$ cat src/rtl/vdp_port_ctrl.sv
// CPU-side VDP port controller: command latch, auto-increment address,
// register file, read-ahead buffer, status flags and interrupt logic.
module vdp_port_ctrl #(
  parameter int ADDR_BITS = 14,
  parameter int NUM_REGS  = 11,
  parameter int CRAM_BITS = 5
) (
  input  logic                  clk,
  input  logic                  reset,
  input  logic                  data_wr,
  input  logic                  data_rd,
  input  logic                  ctrl_wr,
  input  logic                  ctrl_rd,
  input  logic [7:0]            din,
  output logic [7:0]            dout,
  output logic [ADDR_BITS-1:0]  vram_addr,
  output logic                  vram_we,
  output logic [7:0]            vram_wdata,
  output logic                  vram_re,
  input  logic [7:0]            vram_rdata,
  output logic [CRAM_BITS-1:0]  cram_addr,
  output logic                  cram_we,
  output logic [NUM_REGS*8-1:0] regs_flat,
  input  logic                  frame_set,
  input  logic                  ovf_set,
  input  logic                  coll_set,
  input  logic                  line_tick,
  input  logic                  line_active,
  output logic                  irq_n
);

  localparam logic [ADDR_BITS-1:0] ONE = {{(ADDR_BITS-1){1'b0}}, 1'b1};

  logic [ADDR_BITS-1:0] addr_q, addr_d, setup_addr;
  logic [1:0]           code_q, code_d;
  logic [7:0]           latch_q, latch_d;
  logic [7:0]           rbuf_q, rbuf_d;
  logic                 pend_q, pend_d;
  logic                 pf_q, pf_d;
  logic                 frame_q, frame_d;
  logic                 ovf_q, ovf_d;
  logic                 coll_q, coll_d;
  logic                 line_f_q, line_f_d;
  logic [7:0]           line_cnt_q, line_cnt_d;
  logic                 irq_n_q, irq_n_d;
  logic [7:0]           regs_q [NUM_REGS];
  logic [7:0]           regs_d [NUM_REGS];

  logic cw, dw, dr, cr, setup;
  logic line_en, frame_en;
  logic [7:0] reg10;

  // Illegal coincident strobes resolve ctrl_wr > data_wr > data_rd > ctrl_rd
  assign cw = ctrl_wr;
  assign dw = data_wr & ~ctrl_wr;
  assign dr = data_rd & ~ctrl_wr & ~data_wr;
  assign cr = ctrl_rd & ~ctrl_wr & ~data_wr & ~data_rd;

  assign setup      = cw & pend_q;
  assign setup_addr = {din[ADDR_BITS-9:0], latch_q};

  assign line_en = regs_q[0][4];

  if (NUM_REGS > 1) begin : g_r1
    assign frame_en = regs_q[1][5];
  end else begin : g_nr1
    assign frame_en = 1'b0;
  end

  if (NUM_REGS > 10) begin : g_r10
    assign reg10 = regs_q[10];
  end else begin : g_nr10
    assign reg10 = 8'h00;
  end

  for (genvar i = 0; i < NUM_REGS; i++) begin : g_flat
    assign regs_flat[8*i +: 8] = regs_q[i];
  end

  assign vram_addr  = setup ? setup_addr : addr_q;
  assign vram_re    = dr | (setup & (din[7:6] == 2'd0));
  assign vram_we    = dw & (code_q != 2'd3);
  assign cram_we    = dw & (code_q == 2'd3);
  assign vram_wdata = din;
  assign cram_addr  = addr_q[CRAM_BITS-1:0];
  assign dout       = cr ? {frame_q, ovf_q, coll_q, 5'b11111} : rbuf_q;
  assign irq_n      = irq_n_q;

  always_comb begin
    addr_d     = addr_q;
    code_d     = code_q;
    latch_d    = latch_q;
    rbuf_d     = rbuf_q;
    pend_d     = pend_q;
    regs_d     = regs_q;
    line_cnt_d = line_cnt_q;
    pf_d       = vram_re;
    if (pf_q) rbuf_d = vram_rdata;
    unique case (1'b1)
      cw: begin
        if (!pend_q) begin
          latch_d     = din;
          addr_d[7:0] = din;
          pend_d      = 1'b1;
        end else begin
          code_d = din[7:6];
          pend_d = 1'b0;
          addr_d = setup_addr;
          if (din[7:6] == 2'd0) addr_d = setup_addr + ONE;
          if (din[7:6] == 2'd2 && 32'(din[3:0]) < NUM_REGS)
            regs_d[din[3:0]] = latch_q;
        end
      end
      dw: begin
        rbuf_d = din;
        addr_d = addr_q + ONE;
        pend_d = 1'b0;
      end
      dr: begin
        addr_d = addr_q + ONE;
        pend_d = 1'b0;
      end
      cr: pend_d = 1'b0;
      default: ;
    endcase
    // Set beats read-clear in the same cycle
    frame_d  = frame_set | (frame_q & ~cr);
    ovf_d    = ovf_set | (ovf_q & ~cr);
    coll_d   = coll_set | (coll_q & ~cr);
    line_f_d = line_f_q & ~cr;
    if (line_tick) begin
      if (!line_active) begin
        line_cnt_d = reg10;
      end else if (line_cnt_q == 8'd0) begin
        line_cnt_d = reg10;
        line_f_d   = 1'b1;
      end else begin
        line_cnt_d = line_cnt_q - 8'd1;
      end
    end
    irq_n_d = ~((frame_q & frame_en) | (line_f_q & line_en));
  end

  always_ff @(posedge clk) begin
    if (reset) begin
      addr_q     <= '0;
      code_q     <= '0;
      latch_q    <= '0;
      rbuf_q     <= '0;
      pend_q     <= 1'b0;
      pf_q       <= 1'b0;
      frame_q    <= 1'b0;
      ovf_q      <= 1'b0;
      coll_q     <= 1'b0;
      line_f_q   <= 1'b0;
      line_cnt_q <= '0;
      irq_n_q    <= 1'b1;
      for (int i = 0; i < NUM_REGS; i++) regs_q[i] <= '0;
    end else begin
      addr_q     <= addr_d;
      code_q     <= code_d;
      latch_q    <= latch_d;
      rbuf_q     <= rbuf_d;
      pend_q     <= pend_d;
      pf_q       <= pf_d;
      frame_q    <= frame_d;
      ovf_q      <= ovf_d;
      coll_q     <= coll_d;
      line_f_q   <= line_f_d;
      line_cnt_q <= line_cnt_d;
      irq_n_q    <= irq_n_d;
      regs_q     <= regs_d;
    end
  end

endmodule

$ cat config.mk
export PLATFORM = sky130hd
export DESIGN_NAME = vdp_port_ctrl
export DESIGN_NICKNAME = d
export VERILOG_FILES = /design/src/rtl/vdp_port_ctrl.sv
export SDC_FILE = /design/constraint.sdc
export NUM_CORES = 1
export LEC_CHECK = 0
export ABC_AREA = 1
export CAP_MARGIN = 25
export CORE_MARGIN = 2
export CORE_UTILIZATION = 40
export CTS_CLUSTER_DIAMETER = 120
export DETAILED_ROUTE_END_ITERATION = 12
export HOLD_SLACK_MARGIN = 0.02
export PLACE_DENSITY = 0.69
export SETUP_SLACK_MARGIN = 0.4
export SYNTH_ARGS = -nofsm -noshare
export SYNTH_HDL_FRONTEND = slang
export SYNTH_SLANG_ARGS = --single-unit
$ cat constraint.sdc
create_clock -name clk -period 2.9 [get_ports clk]
set_clock_uncertainty 0.1 [all_clocks]
set_input_delay 0.87 -clock clk [delete_from_list [all_inputs] [get_ports clk]]
set_output_delay 0.87 -clock clk [all_outputs]
set_load 0.02 [all_outputs]
==> flow_metrics.py <==
metrics = {
    "clocking": {
        "cts_tree": "built",
        "insertion_delay_ns": 0.42,
        "hold_buffers": 0,
        "cts_inserted_buffers": 17,
        "clock_tree.root_cell": "sky130_fd_sc_hd__clkbuf_16",
        "worst_setup_hold_path_clk_slew_ns": 0.06,
        "worst_case_clock_buffer_depth": 2,
        "h-tree-depth": 4,
        "clock_sinks": 135,
    },
    "die": {
        "die_area_um2": 16700,
        "floorplan.initialDensity": 0.412,
        "num_io_pins": 154,
        "placeableCoreArea_um2": 15300,
        "floorplan.rows": 45,
        "chipHeight_um": 129,
        "die_w_um": 129,
    },
    "synth": {
        "yosysUniqueCellTypes": 34,
        "postSynthNetCount": 920,
        "postSynthCellCount": 889,
        "post_synth_instance_area_um2": 6290,
        "ys_warn_count": 0,
        "syn_avg_cell_area_um2": 7.07,
        "synth_seq_cells": 135,
        "yosysSeqAreaShare": 0.430,
    },
    "worst_setup_path": {
        "critical_path_required_ns": 1.93,
        "reg2reg_depth": 11,
        "crit_path_start_kind": "input port",
        "crit_arrival_ns": 1.79,
        "crit_path_max_incr_delay_ns": 0.16,
        "crit_type": "input port to output port",
        "timing.critical_path.fanout_max": 6,
        "crit_path_cell_trace": "buf_8 > o21ai_4 > inv_2 > nor2_4 > nand2_4 > nand2_4 > o21ai_4 > buf_6",
        "critPathSlowestCell": "sky130_fd_sc_hd__nor2_4",
        "crit_end_element": "output port",
    },
    "sta": {
        "layout_worst_path_cycle_share": 0.952,
        "final.setup.worst_slack_ns": 0.141,
        "max_freq_mhz": 362,
        "final-max-slew-violation-count": 0,
        "timing.hold.ws_ns": 0.353,
        "timing.setup.tns_ns": 0,
        "setup_viol": 0,
        "tightestPinTransition_ns": 0.902,
        "setup_repair_after_global_routing_missed_its_margin": "true",
        "final_hold_viol_count": 0,
        "tmin_final_ns": 2.76,
        "timing.slew.headroom": 0.398,
    },
    "placement": {
        "dp_hpwl_um": 14000,
        "portBuffers": 153,
        "place.gp.congestion": 0.926,
        "pre_cts_ws_ns": -0.772,
    },
    "final_layout": {
        "count_of_inserted_antenna_diode_cells": 0,
        "final.fill_count": 1337,
        "register_area_um2": 2700,
        "layout.cells.most_common_list": "sky130_fd_sc_hd__nand2_1 (152), sky130_fd_sc_hd__a21oi_1 (138), sky130_fd_sc_hd__dfxtp_1 (135)",
        "multi_input_comb_area_um2": 3240,
        "mostFrequentLayoutCell": "sky130_fd_sc_hd__nand2_1",
        "drive_above_1_share": 0.200,
        "syn_to_final_growth_pct": 49.4,
        "fin_nets": 1108,
    },
    "drt": {
        "via_density_per_instance": 5.25,
        "drt_first_iter_violations": 566,
        "wl_per_cell_um": 16.3,
        "final_antenna_net_count": 0,
        "totalWireLength_um": 21300,
        "detail_route.drc_violations": 0,
        "vias": 6829,
        "drt_pre_antenna_iters": 5,
    },
    "grt": {
        "grt_max_degree": 84,
        "grtUsageMet2": 0.381,
        "global_route.usage.met3": 0.0714,
        "overflow": 0,
        "number_of_antenna_violations_at_the_first_check_in_global_routing": 0,
        "first_global_vias": 6287,
        "groute.layer.met1.usage": 0.344,
        "global_route.usage.total": 0.252,
        "grt_pass1_wl_um": 32900,
        "most_congested_layer_reported_by_global_routing": "met2",
    },
    "pwr": {
        "power_density_nw_per_um2": 541,
        "worst_ir_drop_vdd_mv": 0.401,
        "p_leak_uw": 0.00367,
    },
    "job": {
        "count_of_max_cap_constraint_violations": 0,
    },
    "worst_hold_path": {
        "worstHoldPathCells": 2,
        "hold_crit_path_type": "register to register",
    },
    "outcome": {
        "run_status": "complete, no violations",
    },
}
==> final cells by class <==
| cell class | count | area share |
|---|---|---|
| Tap cell | 211 | 0.0281 |
| Clock buffer | 21 | 0.0501 |
| Inverter | 85 | 0.0356 |
| Timing Repair Buffer | 228 | 0.235 |
| Clock inverter | 11 | 0.0180 |
| Multi-Input combinational cell | 610 | 0.345 |
| Sequential cell | 135 | 0.288 |
==> routing by layer <==
layer,part of all wire,wire (um),vias up
li1,-,-,3332
met1,0.45,9560,3158
met2,0.44,9340,297
met3,0.088,1870,42
met4,0.023,486,0
met5,0,0,-
==> path summary, 6_finish.rpt <==
check	startpoint	slack (ns)	endpoint
setup / recovery	data_rd	0.14	dout[7]
hold / removal	regs_flat[27]$_SDFFE_PP0P_	0.35	regs_flat[27]$_SDFFE_PP0P_
setup reg to reg	pend_q$_SDFFE_PP0P_	0.84	regs_flat[46]$_SDFFE_PP0P_
hold reg to reg	regs_flat[27]$_SDFFE_PP0P_	0.35	regs_flat[27]$_SDFFE_PP0P_
==> critical path, delay by kind of cell <==
family	cells	cell delay (ns)
AND/OR/NAND/NOR	3	0.41
AO/OA/AOI/OAI	2	0.20
buffers and inverters	3	0.30
==> timing repair <==
item | 4_1_cts | 5_1_grt
gates cloned | 2 | 0
gates resized for setup | 235 | 41
setup endpoints to repair | 100 | 52
setup buffers | 5 | 7
pin swaps | 12 | 5
==> where the power goes <==
group          total [uW]  internal [uW]  switching, uW
clock                2340           1510            832
combinational         778            306            472
sequential           1970           1910           55.1
==> kinds of logic (layout without fill, tap and decap cells) <==
family	Yosys count	after routing	synth area share
xor+xnor	7	7	0.00975
simple gates	346	347	0.243
flops	135	135	0.430
compound gates	252	252	0.209
fa+ha+maj	4	4	0.00796
buf+inv	145	345	0.100
==> registers in the layout, summed over array words and instances (netlist names) <==
| name | cells |
|---|---|
| reg10 | 8 |
| line_f_q | 1 |
| rbuf_q | 8 |
| code_q | 2 |
| pend_q | 1 |
| coll_q | 1 |
| frame_q | 1 |
| latch_q | 8 |
| addr_q | 14 |
| line_cnt_q | 8 |
| regs_flat | 80 |
| ovf_q | 1 |
| irq_n | 1 |
| pf_q | 1 |
==> synthesized netlist by cell type <==
| master | instances | area [um2] |
|---|---|---|
| sky130_fd_sc_hd__nand2_1 | 178 | 668 |
| sky130_fd_sc_hd__a21oi_1 | 139 | 696 |
| sky130_fd_sc_hd__dfxtp_1 | 135 | 2700 |
| sky130_fd_sc_hd__nand3_1 | 96 | 480 |
| sky130_fd_sc_hd__o21ai_0 | 86 | 430 |
| sky130_fd_sc_hd__inv_1 | 79 | 297 |
| sky130_fd_sc_hd__nor2_1 | 42 | 158 |
| sky130_fd_sc_hd__clkbuf_1 | 38 | 143 |
| sky130_fd_sc_hd__buf_4 | 15 | 113 |
| sky130_fd_sc_hd__a211oi_1 | 10 | 75.1 |
| sky130_fd_sc_hd__nand4_1 | 8 | 50.1 |
| sky130_fd_sc_hd__nand2_2 | 7 | 43.8 |
| sky130_fd_sc_hd__nor3_1 | 7 | 35.0 |
| sky130_fd_sc_hd__inv_2 | 5 | 18.8 |
| sky130_fd_sc_hd__o21ai_1 | 5 | 25.0 |
| sky130_fd_sc_hd__xor2_1 | 5 | 43.8 |
| sky130_fd_sc_hd__buf_2 | 4 | 20.0 |
| sky130_fd_sc_hd__ha_1 | 4 | 50.1 |
| sky130_fd_sc_hd__buf_6 | 3 | 33.8 |
| sky130_fd_sc_hd__o211ai_1 | 3 | 22.5 |
| sky130_fd_sc_hd__a31oi_1 | 2 | 12.5 |
| sky130_fd_sc_hd__nand2_4 | 2 | 22.5 |
| sky130_fd_sc_hd__nor2_2 | 2 | 12.5 |
| sky130_fd_sc_hd__o21bai_1 | 2 | 15.0 |
| sky130_fd_sc_hd__o22ai_1 | 2 | 12.5 |
| sky130_fd_sc_hd__xnor2_1 | 2 | 17.5 |
| sky130_fd_sc_hd__a221oi_1 | 1 | 8.76 |
| sky130_fd_sc_hd__clkinv_2 | 1 | 5.00 |
| sky130_fd_sc_hd__nor2_4 | 1 | 11.3 |
| sky130_fd_sc_hd__nor2_8 | 1 | 20.0 |
| sky130_fd_sc_hd__nor4_4 | 1 | 21.3 |
| sky130_fd_sc_hd__o21ai_2 | 1 | 8.76 |
| sky130_fd_sc_hd__o221ai_1 | 1 | 8.76 |
| sky130_fd_sc_hd__or2_2 | 1 | 6.26 |
==> metrics by stage <==
step / instances / area (um2) / utilization / power (uW)
floorplan: 889 / 6380 / - / 2410
global placement: 1255 / 8400 / 0.550 / 2710
detailed placement: 1255 / 8400 / 0.550 / 2710
CTS: 1294 / 9210 / 0.603 / 5060
global route: 1301 / 9390 / 0.615 / 5250
finish: 1301 / 9390 / 0.615 / 5080
No activity file was read; power rests on OpenSTA's default activity.
